**src/rtl/mode_sequencer_if.sv**
```systemverilog
// Button inputs and mode outputs of mode_sequencer, bundled per block instance.
// Signal prefixes are from the sequencer's point of view.
interface mode_sequencer_if #(
    parameter int NUM_CH = 2,
    parameter int MODE_W = 2
);
    logic [NUM_CH-1:0]        i_btn_next;
    logic [NUM_CH-1:0]        i_btn_prev;
    logic                     i_lock;
    logic [NUM_CH*MODE_W-1:0] o_mode;
    logic [NUM_CH-1:0]        o_mode_enable;
    logic [NUM_CH-1:0]        o_changed;

    modport master (
        output i_btn_next, i_btn_prev, i_lock,
        input  o_mode, o_mode_enable, o_changed
    );

    modport slave (
        input  i_btn_next, i_btn_prev, i_lock,
        output o_mode, o_mode_enable, o_changed
    );
endinterface

```
**src/rtl/mode_sequencer.sv**
```systemverilog
// Per-channel mode selector: next/prev buttons step the mode with wrap or saturation,
// and a long press on either button returns the channel to DEFAULT_MODE.
module mode_sequencer #(
    parameter int NUM_CH       = 2,
    parameter int NUM_MODES    = 4,
    parameter int MODE_W       = 2,
    parameter int WRAP         = 1,
    parameter int HOLD_CYCLES  = 100,
    parameter int DEFAULT_MODE = 0
) (
    input  logic             clk,
    input  logic             rst_n,
    mode_sequencer_if.slave  io_bus
);
    localparam int                 CNT_W       = $clog2(HOLD_CYCLES + 1);
    localparam logic [CNT_W-1:0]   HOLD_C      = CNT_W'(HOLD_CYCLES);
    localparam logic [MODE_W-1:0]  DEF_M       = MODE_W'(DEFAULT_MODE);
    localparam logic [MODE_W-1:0]  LAST_M      = MODE_W'(NUM_MODES - 1);
    localparam logic [MODE_W:0]    NUM_MODES_W = (MODE_W + 1)'(NUM_MODES);

    typedef enum logic [1:0] {ST_IDLE, ST_PRESS_N, ST_PRESS_P, ST_LONG} state_t;

    for (genvar c = 0; c < NUM_CH; c++) begin : g_ch
        state_t             r_state, w_state_nx;
        logic [CNT_W-1:0]   r_cnt, w_cnt_nx, w_cnt_inc;
        logic [MODE_W-1:0]  r_mode, w_mode_nx, w_inc, w_dec;
        logic [MODE_W:0]    w_up;
        logic               r_nx_q, r_pv_q, r_changed;
        logic               w_nx, w_pv, w_nx_e, w_pv_e, w_tracked;

        assign w_nx      = io_bus.i_btn_next[c];
        assign w_pv      = io_bus.i_btn_prev[c];
        assign w_nx_e    = w_nx & ~r_nx_q;
        assign w_pv_e    = w_pv & ~r_pv_q;
        assign w_tracked = (r_state == ST_PRESS_N) ? w_nx : w_pv;
        assign w_cnt_inc = r_cnt + 1'b1;

        // One extra bit keeps mode+1 from overflowing when NUM_MODES == 2**MODE_W.
        assign w_up  = {1'b0, r_mode} + 1'b1;
        assign w_inc = (w_up >= NUM_MODES_W) ? ((WRAP != 0) ? '0 : r_mode) : w_up[MODE_W-1:0];
        assign w_dec = (r_mode == '0) ? ((WRAP != 0) ? LAST_M : '0) : r_mode - 1'b1;

        // NOTE: every output of this block gets a default first, so no path leaves one unassigned (no latch).
        always_comb begin
            w_state_nx = r_state;
            w_cnt_nx   = r_cnt;
            w_mode_nx  = r_mode;
            if (io_bus.i_lock) begin
                w_state_nx = ST_IDLE;
                w_cnt_nx   = '0;
            end else begin
                unique case (r_state)
                    ST_IDLE: begin
                        if (w_nx_e && !w_pv_e) begin
                            w_mode_nx  = w_inc;
                            w_state_nx = ST_PRESS_N;
                            w_cnt_nx   = '0;
                        end else if (w_pv_e && !w_nx_e) begin
                            w_mode_nx  = w_dec;
                            w_state_nx = ST_PRESS_P;
                            w_cnt_nx   = '0;
                        end
                    end
                    ST_PRESS_N, ST_PRESS_P: begin
                        if (!w_tracked) begin
                            w_state_nx = ST_IDLE;
                        end else if (w_cnt_inc == HOLD_C) begin
                            w_mode_nx  = DEF_M;
                            w_state_nx = ST_LONG;
                        end else begin
                            w_cnt_nx = w_cnt_inc;
                        end
                    end
                    ST_LONG: begin
                        if (!w_nx && !w_pv) w_state_nx = ST_IDLE;
                    end
                    default: w_state_nx = ST_IDLE;
                endcase
            end
        end

        // NOTE: sequential state uses non-blocking assignments so all registers update from pre-edge values.
        always_ff @(posedge clk or negedge rst_n) begin
            if (!rst_n) begin
                r_state   <= ST_IDLE;
                r_cnt     <= '0;
                r_mode    <= DEF_M;
                r_nx_q    <= 1'b0;
                r_pv_q    <= 1'b0;
                r_changed <= 1'b0;
            end else begin
                r_state   <= w_state_nx;
                r_cnt     <= w_cnt_nx;
                r_mode    <= w_mode_nx;
                r_nx_q    <= w_nx;
                r_pv_q    <= w_pv;
                r_changed <= (w_mode_nx != r_mode);
            end
        end

        assign io_bus.o_mode[c*MODE_W +: MODE_W] = r_mode;
        assign io_bus.o_mode_enable[c]           = (r_mode != DEF_M);
        assign io_bus.o_changed[c]               = r_changed;
    end
endmodule
```
**src/flat_wrapper.sv**
```systemverilog
// flat-port wrapper written by rule: the top's interface ports become plain ports
module mode_sequencer_flat 
#(
    parameter int NUM_CH       = 2,
    parameter int NUM_MODES    = 4,
    parameter int MODE_W       = 2,
    parameter int WRAP         = 1,
    parameter int HOLD_CYCLES  = 100,
    parameter int DEFAULT_MODE = 0
)
  (clk, rst_n, io_bus_i_btn_next, io_bus_i_btn_prev, io_bus_i_lock, io_bus_o_mode, io_bus_o_mode_enable, io_bus_o_changed);
  mode_sequencer_if #(.NUM_CH(NUM_CH), .MODE_W(MODE_W)) io_bus_i ();
  input  logic clk;
  input  logic rst_n;
  input wire logic [$bits(io_bus_i.i_btn_next)-1:0] io_bus_i_btn_next;
  input wire logic [$bits(io_bus_i.i_btn_prev)-1:0] io_bus_i_btn_prev;
  input wire logic [$bits(io_bus_i.i_lock)-1:0] io_bus_i_lock;
  output wire logic [$bits(io_bus_i.o_mode)-1:0] io_bus_o_mode;
  output wire logic [$bits(io_bus_i.o_mode_enable)-1:0] io_bus_o_mode_enable;
  output wire logic [$bits(io_bus_i.o_changed)-1:0] io_bus_o_changed;
  assign io_bus_i.i_btn_next = io_bus_i_btn_next;
  assign io_bus_i.i_btn_prev = io_bus_i_btn_prev;
  assign io_bus_i.i_lock = io_bus_i_lock;
  assign io_bus_o_mode = io_bus_i.o_mode;
  assign io_bus_o_mode_enable = io_bus_i.o_mode_enable;
  assign io_bus_o_changed = io_bus_i.o_changed;
  mode_sequencer #(.NUM_CH(NUM_CH), .NUM_MODES(NUM_MODES), .MODE_W(MODE_W), .WRAP(WRAP), .HOLD_CYCLES(HOLD_CYCLES), .DEFAULT_MODE(DEFAULT_MODE)) u_core (.clk(clk), .rst_n(rst_n), .io_bus(io_bus_i));
endmodule
```
**config.mk**
```make
export PLATFORM = sky130hd
export DESIGN_NAME = mode_sequencer_flat
export DESIGN_NICKNAME = d
export VERILOG_FILES = /design/src/rtl/mode_sequencer_if.sv /design/src/rtl/mode_sequencer.sv /design/src/flat_wrapper.sv
export SDC_FILE = /design/constraint.sdc
export NUM_CORES = 1
export LEC_CHECK = 0
export CAP_MARGIN = 20
export CORE_ASPECT_RATIO = 0.8
export CORE_MARGIN = 1.5
export CORE_UTILIZATION = 39
export DETAILED_ROUTE_END_ITERATION = 7
export HOLD_SLACK_MARGIN = 0.06
export PLACE_DENSITY = 0.63
export SLEW_MARGIN = 0
export SYNTH_ARGS = -nofsm -noshare
export SYNTH_HDL_FRONTEND = slang
export SYNTH_SLANG_ARGS = --single-unit
```
**constraint.sdc**
```tcl
create_clock -name clk -period 2.96 [get_ports clk]
set_clock_uncertainty 0.2 [all_clocks]
set_input_delay 0.592 -clock clk [delete_from_list [all_inputs] [get_ports clk]]
set_output_delay 0.592 -clock clk [all_outputs]
set_load 0.02 [all_outputs]
```
# Word-level counts from Yosys, hierarchy flattened
# Index checks and enable logic that the tools add are counted.
[classes]
n_addsub = 6
magnitude_cmp = 2
n_eq_ne = 20
muxes = 44
n_bitwise = 8
reduce_logical = 28
[ops]
columns = ["operator", "n"]
rows = [
  ["$mux 7", 10],
  ["$mux 2", 26],
  ["$pmux 7 s2", 2],
  ["$add 7x1->7 const B", 2],
  ["$eq 7x7->1 const B", 2],
  ["$ne 3x2->1 const B", 4],
  ["$pmux 2 s3", 2],
  ["$eq 2x2->1 const B", 4],
  ["$logic_not 1->1", 8],
  ["$logic_not 2->1", 4],
  ["$ne 4x2->1 const B", 2],
  ["$ne 4x4->1 const B", 2],
  ["$pmux 2 s2", 2],
  ["$reduce_and 4->1", 2],
  ["$add 2x1->3 const B", 2],
  ["$ge 3x3->1 const B", 2],
  ["$logic_and 1x1->1", 6],
  ["$ne 3x3->1 const B", 2],
  ["$reduce_and 3->1", 2],
  ["$reduce_bool 3->1", 2],
  ["$and 1x1->1", 4],
  ["$eq 2x1->1 const B", 2],
  ["$ne 2x2->1", 2],
  ["$not 1->1", 4],
  ["4 further kinds", 8],
]
[totals]
register_bits = 28
inputBits = 7
out_inout_bits = 8
elab_cells = 120

# Depth between registers and ports, before layout
[depth]
word_depth = 9
mapped_depth = 9
mapped_depth_nobuf = 8

# Worst setup path after synthesis
# No wires, ideal clock.
[synth_timing]
path_kind = "input to register"
start = "in io_bus_i_btn_next[1]"
end = "reg u_core.g_ch[1].r_cnt[5]"
setup_time_ps = 118
arrival_ps = 1695
required_time_ps = 2642
path_slack_ps = 947
stages = 8
path_cell_list = "nand2b_1 -> inv_1 -> ha_1 -> nand2_1 -> o21ai_0 -> a21oi_2 -> o21ai_0 -> a21o_1"
[synth_via]
elab_chain_len = 5
elab_cells_between_ends = 11
classes_between = "2 x eq/ne; 4 x mux; 1 x bitwise; 4 x reduce/logical"
[synth_rtl]
columns = ["item", "line", "text"]
rows = [
  ["start, declared", "flat_wrapper.sv:15", "input wire logic [$bits(io_bus_i.i_btn_next)-1:0] io_bus_i_btn_next;"],
  ["$and 1x1->1", "mode_sequencer.sv:33", "assign w_nx_e = w_nx & ~r_nx_q;"],
  ["$logic_not 1->1 or $logic_and 1x1->1 (tied branches)", "mode_sequencer.sv:58, mode_sequencer.sv:54", ""],
  ["$logic_and 1x1->1 or $mux 7 (tied branches)", "mode_sequencer.sv:58, mode_sequencer.sv:54", ""],
  ["$ne 4x2->1 (no line) or $pmux 7 s2 (tied branches)", "n/a", ""],
  ["$reduce_and 4->1 (no line) or $mux 7 (tied branches)", "n/a", ""],
  ["end signal, assigned", "mode_sequencer.sv:93", "r_cnt <= w_cnt_nx;"],
  ["end, declared", "mode_sequencer.sv:25", "logic [CNT_W-1:0] r_cnt, w_cnt_nx, w_cnt_inc;"],
]
# Parallel ways exist; a longest one is shown, timed or not.
# A chain may end at the register's enable or synchronous reset.

# Final worst setup path
[layout_timing]
start = "reg u_core.g_ch[0].r_mode[0]"
end = "out io_bus_o_mode_enable[0]"
[layout_via]
elab_chain_len = 1
[layout_rtl]
columns = ["item", "line", "text"]
rows = [
  ["start, declared", "mode_sequencer.sv:26", "logic [MODE_W-1:0] r_mode, w_mode_nx, w_inc, w_dec;"],
  ["start signal, assigned", "mode_sequencer.sv:94", "r_mode <= w_mode_nx;"],
  ["$reduce_bool 2->1", "mode_sequencer.sv:102", "assign io_bus.o_mode_enable[c] = (r_mode != DEF_M);"],
  ["end, declared", "flat_wrapper.sv:19", "output wire logic [$bits(io_bus_i.o_mode_enable)-1:0] io_bus_o_mode_enable;"],
]
# Every way passes these cells.

==> results.tsv <==
stage	metric	value	unit
clock_network	CTS max path bufs	2	
clock_network	CTS buffer count	3	
sta	fin crit share	83.38	%
critical_path	worst reg2reg endpoint	u_core.g_ch[1].r_cnt[6]$_DFFE_PN0P_	
synth	syn_area_per_cell	8.803	um2
global_route	Overall Global Routing Usage	14.43	%
floorplan	site row count	23	
critical_path	most used cell along the critical path	inv_1	
power	Leak Pwr	0.9751	nW
clock_network	Root Driver	clkbuf_8	
global_route	Remaining Overflow, GRT	0	
critical_path	worst reg-to-reg path cell count	6	
route	1st-iter DRT viols	55	
hold_path	Worst Hold Depth	2	
finish	final instance area	2227	um2
sta	Final min period	2468	ps
critical_path	Crit path largest cell delay	590	ps
synth	#FFs+latches synth	28	
clock_network	Hold-fix buffers, CTS	0	
placed_design	Final GP Congestion	0.7845	
placed_design	Detail Placement HPWL	2773	um
placed_design	IO buf count	14	
synth	ys flop type	dfrtp_1	
critical_path	CP startpoint kind	flip-flop	
clock_network	CTS Sinks	28	
clock_network	postcts setup bufs	0	
critical_path	worst path cell trace	inv_1, ha_1, inv_1, clkdlybuf4s50_1	
critical_path	Reg2Reg Setup Slack	900	ps
sta	worst-margin pin slew	494.6	ps
critical_path	CP startpoint	u_core.g_ch[0].r_mode[0]$_DFF_PN0_	
sta	fmax	0.4052	GHz
global_route	vias in the first global route	1422	
sta	# setup viols final	0	
global_route	antenna violations before repair	0	
floorplan	boundary pin count	15	
critical_path	kind of cell adding the most delay to the critical path	buffers and inverters	
run	MaxCap Viol Count	0	
route	WL final	3700	um
sta	Hold Vio Cnt, Final	0	
route	TritonRoute pass-1 iters	4	
critical_path	critical path required time	2170	ps
critical_path	RR Startpoint	u_core.g_ch[1].r_state[0]$_DFFE_PN0P_	
critical_path	critical path's slowest cell	clkdlybuf4s50_1	
placed_design	Placement Cell Area	2172	um2
finish	# nets final	264	
synth	ys async rst share	100.0	%
route	routed vias	1608	
floorplan	core area	4950	um2
clock_network	Clk pin slew, worst setup/hold paths	100	ps
global_route	first-pass GRT wire length	6499	um
power	Power Density	720.7	nW/um2
critical_path	CP Capture Type	output pin	
global_route	largest net degree at the start of global routing	29	
clock_network	clk_lat worst skew	280	ps
finish	layout cells sized above 1	7.143	%
critical_path	arrival time worst endpoint	1680	ps
route	Routed Antenna Nets	0	
synth	EDFF count, synth	0	
finish	most common cell after layout, fill and taps aside	nand2_1	
hold_path	hold crit path type	reg2reg	
sta	Setup TNS Final	0	ps
route	# DRC	0	
finish	Layout area overhead	11.95	%
route	via/cell ratio	5.360	
hold_path	HP Start	u_core.g_ch[0].r_cnt[1]$_DFFE_PN0P_	
power	Peak VDD IR	0.3805	mV
critical_path	crit path buf inv count	3	
sta	Slew Viols, Final	0	
sta	max_slew headroom	66.68	%
sta	RSZ-0062 raised after global routing	false	
floorplan	die height	66.88	um
critical_path	Worst Path Max Fanout	6	
synth	Post-Syn Area	1989	um2
hold_path	hold endpoint	u_core.g_ch[0].r_cnt[1]$_DFFE_PN0P_	
synth	Synth cell types	51	
finish	number of diodes	0	
clock_network	CTS tree	built	
clock_network	post-CTS resize count	0	
synth	Mapped Cells	226	
synth	syn nets	251	
synth	Seq/Total Area, Yosys	35.22	%
finish	most frequent cells in the layout	32 x nand2_1, 28 x dfrtp_1, 18 x inv_1, 18 x ha_1, 17 x o21ai_0	
route	WL per Instance	12.33	um
synth	Yosys warnings	0	
floorplan	Initial Utilization	40.19	%
floorplan	die width	82.85	um
run_status	run status	complete, no violations	
critical_path	critical path type	reg2out	
clock_network	CTS H-tree lvls	1	
floorplan	die area	5541	um2
==> tightest hold or removal path, stage by stage, from the launching register on <==
cell and delay [ps]:
dfrtp_1 400, nand2_1 50, o21ai_0 60
==> kinds of logic (layout without fill, tap and decap cells) <==
group,Yosys count,count (layout),share of synthesized area (%)
muxes,5,5,2.641
xor gates and xnor gates,3,3,1.321
adders and majority gates,18,18,11.32
buffers and inverters,26,38,5.911
DFF,28,28,35.22
AOI/OAI and AO/OA,61,61,21.51
and+or+nand+nor,85,85,22.08
==> Yosys cell counts (4+ instances only) <==
cell type,count,area (um2)
nand3_1,8,40.04
o21ai_0,17,85.08
nand2b_1,8,50.05
nor2_1,13,48.80
a21oi_1,14,70.07
inv_1,18,67.56
dfrtp_1,28,700.7
nor3_1,4,20.02
nand4_1,7,43.79
a21o_1,5,37.54
ha_1,18,225.2
nand2_1,32,120.1
==> stage by stage <==
| stage | util [%] | hold WS (ps) | cells | worst slack [ps] | power (mW) |
|---|---|---|---|---|---|
| 5_1_grt | 44.99 | 391.4 | 300 | 392.9 | 1.743 |
| 6_report | 44.99 | 344.6 | 300 | 491.9 | 1.605 |
| 2_1_floorplan | - | 96.41 | 226 | 947.0 | 1.153 |
| 3_3_place_gp | 43.88 | 324.2 | 296 | 287.8 | 1.365 |
| 4_1_cts | 44.99 | 349.5 | 300 | 487.0 | 1.614 |
| 3_5_place_dp | 43.88 | 326.0 | 296 | 219.8 | 1.367 |
==> cell type report <==
type / count / area, um2
fill: 483 / 2723
timing repair buffer: 16 / 155.1
sequential: 28 / 700.7
clock buffer: 4 / 55.05
multi-input combinational: 172 / 1171
tap: 62 / 77.57
inverter: 18 / 67.56
==> metal layers <==
metal / vias up / GRT usage (%) / wire [um]
li1: 823 / - / -
met3: 2 / 2.974 / 104
met4: 0 / 3.750 / 34
met2: 24 / 22.97 / 1580
met1: 759 / 20.02 / 1981
met5: - / 0 / 0
==> registers in the layout, indices dropped and copies added, names as in the netlist <==
| name | flops |
|---|---|
| u_core.g_ch.r_cnt | 14 |
| u_core.g_ch.r_state | 4 |
| u_core.g_ch.r_mode | 4 |
| u_core.g_ch.r_nx_q | 2 |
| u_core.g_ch.r_pv_q | 2 |
| u_core.g_ch.r_changed | 2 |
==> worst max-delay path by stage <==
| stage | slack (ps) | endpoint | depth (start not counted) |
|---|---|---|---|
| 2_1_floorplan | 950 | u_core.g_ch[1].r_cnt[5]$_DFFE_PN0P_ | 8 |
| 3_3_place_gp | 290 | u_core.g_ch[1].r_cnt[5]$_DFFE_PN0P_ | 8 |
| 3_5_place_dp | 220 | u_core.g_ch[1].r_cnt[6]$_DFFE_PN0P_ | 9 |
| 4_1_cts | 490 | io_bus_o_mode_enable[0] | 4 |
| 5_1_grt | 390 | u_core.g_ch[1].r_cnt[6]$_DFFE_PN0P_ | 8 |
| 6_report | 490 | io_bus_o_mode_enable[0] | 4 |
==> where the power goes <==
group	switching [mW]	internal, mW	leakage [nW]	total, mW
Clock	0.124	0.119	0.0288	0.243
Sequential	0.0714	0.448	0.371	0.520
Combinational	0.490	0.352	0.575	0.842
No activity file was read; power rests on OpenSTA's default activity.
==> RTL change 1 (config.mk and constraints unchanged) <==
`MODE_W` is set to 2 in 3 places; all go to 4. Comments in the files are not updated.
--- a/src/rtl/mode_sequencer_if.sv
+++ b/src/rtl/mode_sequencer_if.sv
@@ -3,5 +3,5 @@
 interface mode_sequencer_if #(
     parameter int NUM_CH = 2,
-    parameter int MODE_W = 2
+    parameter int MODE_W = 4
 );
     logic [NUM_CH-1:0]        i_btn_next;
--- a/src/rtl/mode_sequencer.sv
+++ b/src/rtl/mode_sequencer.sv
@@ -4,5 +4,5 @@
     parameter int NUM_CH       = 2,
     parameter int NUM_MODES    = 4,
-    parameter int MODE_W       = 2,
+    parameter int MODE_W       = 4,
     parameter int WRAP         = 1,
     parameter int HOLD_CYCLES  = 100,
--- a/src/flat_wrapper.sv
+++ b/src/flat_wrapper.sv
@@ -4,5 +4,5 @@
     parameter int NUM_CH       = 2,
     parameter int NUM_MODES    = 4,
-    parameter int MODE_W       = 2,
+    parameter int MODE_W       = 4,
     parameter int WRAP         = 1,
     parameter int HOLD_CYCLES  = 100,
Ports: changed (resized io_bus_o_mode); port bits go from 15 to 19. The function was not compared with the original's and may differ.
==> RTL change 1 against the unedited design <==
Cell area grew 17%. Sequential power increased by 14%. Area after synthesis is 13% higher. Largest cell class unchanged. Worst setup slack got worse by 0.36 ns. Wire length grew 22%. First-iteration DRC count increased by 71%. Clock power is 73% higher. Sequential share of layout area decreased by 0.79 points. Combinational power rose by 25%. Critical path depth unchanged. Highest routed layer unchanged. Die area up 12%. Power is 28% higher. Non-clock buffer count rose by 7. Sequential cell count up 4. Critical endpoint unchanged.
==> RTL change 1: results (changes against the unedited design) <==
- Outcome: finished clean
- Fraction of layout cells with a size suffix above 1: 8.73% (+1.6 points)
- Routability cong.: 0.810 (+3.3%)
- Final net count: 299 (+13%)
- Leak: 1.17 nW (+20%)
- Post-synthesis sequential area ratio: 35.8% (+0.55 points)
- Ys async rst share: 100% (unchanged)
- Worst vdd ir: 0.365 mV (-4.1%)
- Post-DP HPWL: 3290 um (+19%)
- Top Registers: u_core.g_ch.r_cnt: 14 flops, u_core.g_ch.r_mode: 8 flops, u_core.g_ch.r_state: 4 flops
- Port Buffers: 18 (+4)
- Tot GR Track Use: 16.3% (+1.8 points)
- Clk slew on worst S/H paths: 0.06 ns (-0.04 ns)
- Hold Path Depth: 1 (-1)
- DR WL/cell: 12.8 um (+3.6%)
- Vias in the first global route: 1747 (+23%)
- Largest net degree at the start of global routing: 33 (+14%)
- Diode count: 0 (unchanged)
- Library cells used by synthesis: 56 (+9.8%)
- Cts bufs inserted: 5 (+2)
- Ranking of synthesized cells by area: dfrtp_1 36%, ha_1 10%, nand2_1 5.0%
- Worst-margin pin slew: 0.457 ns (-0.0377 ns)
- Dpl ws: 0.102 ns (-0.118 ns)
- Iteration-0 DRC Markers: 94 (+71%)
- R2R depth: 7 (+1)
- Net Count, Synth: 276 (+10%)
- GRT met3 Usage: 4.43% (+1.5 points)
- Most frequent cells after synthesis: 32 x dfrtp_1, 30 x nand2_1, 23 x nor2_1
- Met2 usage: 21.6% (-1.3 points)
- CP peak stage delay: 0.55 ns (-0.04 ns)
- Grt met1 use: 24.5% (+4.5 points)
- First-pass GRT wire length: 8040 um (+24%)
- Clock Path Buffers: 2 (unchanged)
- Via-to-Cell Ratio: 5.31 (-0.90%)
- H-tree depth: 2 (+1)
- Crit path DAT: 2.03 ns (+0.35 ns)
## RTL change 1: cell types whose count changed after synthesis, sizes merged, moves of 4 or more
cell and delta:
nor2 +11, nand4 -6, dfrtp +4, mux2i +4
## RTL change 1: layer usage
layer  up-vias  part of all wire [%]  wire (um)
li1        947                     -          -
met1       862                    51       2290
met5         -                     0          0
met2        58                    42       1900
met3         8                   5.4        243
met4         0                   1.6         74
## RTL change 1: area by class of cell
class,count,area [um2]
tap,78,97.6
clock inverter,2,35.0
multi-input combinational,197,1330
inverter,15,56.3
timing repair buffer,23,220
fill,523,2880
sequential,32,801
clock buffer,6,72.6
## RTL change 1: stage by stage
stage / area [um2] / std cells / utilization (%) / power (mW) / hold slack [ns]
5_1_grt: 2610 / 353 / 47.5 / 2.24 / 0.357
3_5_place_dp: 2500 / 345 / 45.5 / 1.64 / 0.314
3_3_place_gp: 2500 / 345 / 45.5 / 1.64 / 0.299
4_1_cts: 2610 / 353 / 47.5 / 2.07 / 0.323
2_1_floorplan: 2240 / 251 / - / 1.35 / 0.0964
6_report: 2610 / 353 / 47.5 / 2.06 / 0.322
## RTL change 1: timing repair
| action | CTS | global route |
|---|---|---|
| endpoints found under the hold margin | 0 | 0 |
| endpoints found under the setup margin | 0 | 1 |
| hold buffers | 0 | 0 |
| gates resized for setup | 0 | 1 |
## RTL change 1: report_power, final
group | leakage [nW] | internal [mW] | switching [mW]
clock | 0.0552 | 0.250 | 0.171
sequential | 0.426 | 0.516 | 0.0763
combinational | 0.684 | 0.442 | 0.605
total | 1.17 | 1.21 | 0.852
## RTL change 1: path summary, 6_finish.rpt
check                                    startpoint                         to  slack, ns
max reg2reg                u_core.g_ch[1].r_mode[1]   u_core.g_ch[1].r_changed       0.69
min reg2reg                 u_core.g_ch[0].r_cnt[0]    u_core.g_ch[0].r_cnt[0]       0.32
min                         u_core.g_ch[0].r_cnt[0]    u_core.g_ch[0].r_cnt[0]       0.32
max in group asynchronous                     rst_n  u_core.g_ch[0].r_state[1]       1.75
min in group asynchronous                     rst_n      u_core.g_ch[1].r_pv_q       0.50
max                        u_core.g_ch[0].r_mode[1]    io_bus_o_mode_enable[0]       0.13
## RTL change 1: cell families after synthesis
family / after synthesis / synth area share (%)
and+or+nand+nor: 97 / 22.5
AOI/OAI and AO/OA: 68 / 20.4
DFF: 32 / 35.8
buffers and inverters: 22 / 4.86
adders and majority gates: 18 / 10.1
muxes: 10 / 4.81
xor gates and xnor gates: 4 / 1.57
## RTL change 1: critical path, delay by kind of cell, from the launching register on
family | cells | cell delay [ns]
DFF | 1 | 0.38
adders and majority gates | 1 | 0.26
and+or+nand+nor | 1 | 0.49
buffers and inverters | 2 | 0.62
==> RTL change 2 (same flow settings) <==
Made on the original files. The 4 states of `state_t` get a one-hot encoding in 4 bits.
--- a/src/rtl/mode_sequencer.sv
+++ b/src/rtl/mode_sequencer.sv
@@ -19,5 +19,5 @@
     localparam logic [MODE_W:0]    NUM_MODES_W = (MODE_W + 1)'(NUM_MODES);
 
-    typedef enum logic [1:0] {ST_IDLE, ST_PRESS_N, ST_PRESS_P, ST_LONG} state_t;
+    typedef enum logic [3:0] {ST_IDLE = 4'b0001, ST_PRESS_N = 4'b0010, ST_PRESS_P = 4'b0100, ST_LONG = 4'b1000} state_t;
 
     for (genvar c = 0; c < NUM_CH; c++) begin : g_ch
Formal check against the unedited RTL: no difference found for any inputs over 4 cycles, from zero or initial values and one cycle with rst_n low; so few cycles prove little.
==> RTL change 2 against the unedited design <==
Via count is 7.2% higher. Sequential cell count is 4 higher. Power is 6.2% higher. Core utilization is 2.1 points higher. Largest power group unchanged. Cell count is 3.0% higher. Cell area is 7.2% higher. Non-clock buffer count is 4 higher. Count of clock-buffer cells in the layout is 2 higher. Wire length is 17% higher. Area after synthesis is 4.3% higher. Critical path type is now primary input to flip-flop. Worst setup slack worse by 0.20 ns.
==> RTL change 2: results (changes against the unedited design) <==
- Outcome: finished clean
- Critical Path End: u_core.g_ch[1].r_cnt[1]
- Worst-margin pin slew: 0.659 ns (+0.164 ns)
- Via count: 1724 (+7.2%)
- Most frequent cells after synthesis: 30 x dfrtp_1, 20 x a21oi_1, 16 x inv_1
- Routability cong.: 0.893 (+14%)
- Worst vdd ir: 0.474 mV (+25%)
- Critical path origin: io_bus_i_btn_prev[1]
- R2r setup slk: 0.66 ns (-0.24 ns)
- Number of filler cells placed in the layout: 502 (+3.9%)
- Cell area after placement: 2290 um2 (+5.6%)
- Cts bufs inserted: 5 (+2)
- Vias in the first global route: 1539 (+8.2%)
- Iteration-0 DRC Markers: 56 (+1.8%)
- Diode count: 0 (unchanged)
- First-pass GRT wire length: 7310 um (+13%)
- Final net count: 263 (-0.38%)
- Ranking of synthesized cells by area: dfrtp_1 36%, ha_1 6.0%, a21oi_1 4.8%
- Synth Warn #: 0 (unchanged)
- # Post-CTS Setup Buffers: 0 (unchanged)
- Synth Flop Type: dfrtp_1
- Sw power: 0.659 mW (-3.8%)
- Ys async rst share: 100% (unchanged)
- Post-DP HPWL: 3110 um (+12%)
- Crit path DAT: 2.65 ns (+0.97 ns)
- Fraction of layout cells with a size suffix above 1: 10.5% (+3.4 points)
- DR WL/cell: 14.0 um (+14%)
- H-tree depth: 2 (+1)
- First-pass DRT Iterations: 4 (unchanged)
- Critical R2R Capture: u_core.g_ch[1].r_cnt[1]
- Top Registers: u_core.g_ch.r_cnt: 14 flops, u_core.g_ch.r_state: 8 flops, u_core.g_ch.r_mode: 4 flops
- R2R Path Start: u_core.g_ch[1].r_pv_q
- Min Hold Slack: 0.341 ns (-0.00395 ns)
- Leak: 1.01 nW (+3.8%)
- Post-synthesis sequential area ratio: 38.7% (+3.5 points)
- Worst-Skew Late Latency: 0.29 ns
- Initial antenna violation count: 0 (unchanged)
- Largest net degree at the start of global routing: 33 (+14%)
- Net Count, Synth: 244 (-2.8%)
- Tot GR Track Use: 16.2% (+1.7 points)
- Crit path max fanout: 3 (-3)
- Worst setup SP type: primary input
- Clk slew on worst S/H paths: 0.07 ns (-0.03 ns)
- R2R depth: 6 (unchanged)
- Clock Path Buffers: 2 (unchanged)
-- RTL change 2: changes by cell type in the layout (fill, tap and decap cells not counted), sizes merged, moves of 4 or more --
cell / delta
ha: -8
a21oi: +4
nand2: -19
nor4b: +6
nand3: +4
buf: +4
-- RTL change 2: logic make-up (layout without fill, tap and decap cells) --
logic type,count (synthesis),in the layout,share of synthesized area [%]
AOI/OAI and AO/OA,64,64,19.6
muxes,8,8,4.10
and+or+nand+nor,87,87,25.7
xor gates and xnor gates,2,2,0.844
adders and majority gates,10,10,6.03
DFF,32,32,38.7
buffers and inverters,24,44,5.00
-- RTL change 2: worst max-delay path: stages --
cell             delay (ns)
clkdlybuf4s50_1        0.48
nand2b_1               0.09
ha_1                   0.34
or3b_1                 0.38
a311oi_1               0.36
o21ai_1                0.15
a32o_1                 0.27
-- RTL change 2: layout make-up --
cell class / instances / area, um2 / share of cell area (%)
repair buffers: 20 / 185 / 7.76
clock buffers: 6 / 82.6 / 3.46
inverters: 16 / 60.1 / 2.52
flip-flops and latches: 32 / 803 / 33.6
clock inverters: 2 / 10.0 / 0.419
multi-input cells: 171 / 1170 / 49.0
well taps: 62 / 77.6 / 3.25
-- RTL change 2: worst min-delay path by stage --
stage / startpoint / endpoint / cells after the start
2_1_floorplan: rst_n / u_core.g_ch[0].r_changed / 0
5_1_grt: u_core.g_ch[1].r_cnt[3] / u_core.g_ch[1].r_cnt[3] / 1
3_5_place_dp: u_core.g_ch[1].r_cnt[4] / u_core.g_ch[1].r_cnt[4] / 1
3_3_place_gp: u_core.g_ch[1].r_cnt[6] / u_core.g_ch[1].r_cnt[6] / 2
4_1_cts: u_core.g_ch[1].r_cnt[4] / u_core.g_ch[1].r_cnt[4] / 1
6_report: u_core.g_ch[1].r_cnt[4] / u_core.g_ch[1].r_cnt[4] / 1
-- RTL change 2: metal layers --
metal / vias to the layer above / track usage [%] / part of all wire (%)
met2: 25 / 23.1 / 41
met3: 4 / 5.07 / 4.2
met5: - / 0 / 0
met1: 828 / 23.5 / 54
li1: 867 / - / -
met4: 0 / 4.23 / 0.88
-- RTL change 2: power by group through the flow --
stage	combinational, mW	sequential (mW)	clock, mW
global placement	0.723	0.628	0
floorplan	0.517	0.618	0
CTS	0.734	0.622	0.361
global route	0.805	0.638	0.384
finish	0.728	0.622	0.355
detailed placement	0.731	0.628	0
-- RTL change 2: per-stage QoR --
stage	util (%)	power (mW)	setup WS, ns	cells
global placement	45.3	1.35	0.0514	301
detailed placement	45.3	1.36	0.000824	301
floorplan	-	1.13	0.622	227
finish	47.1	1.71	0.290	309
global route	47.1	1.83	0.198	309
CTS	47.1	1.72	0.308	309
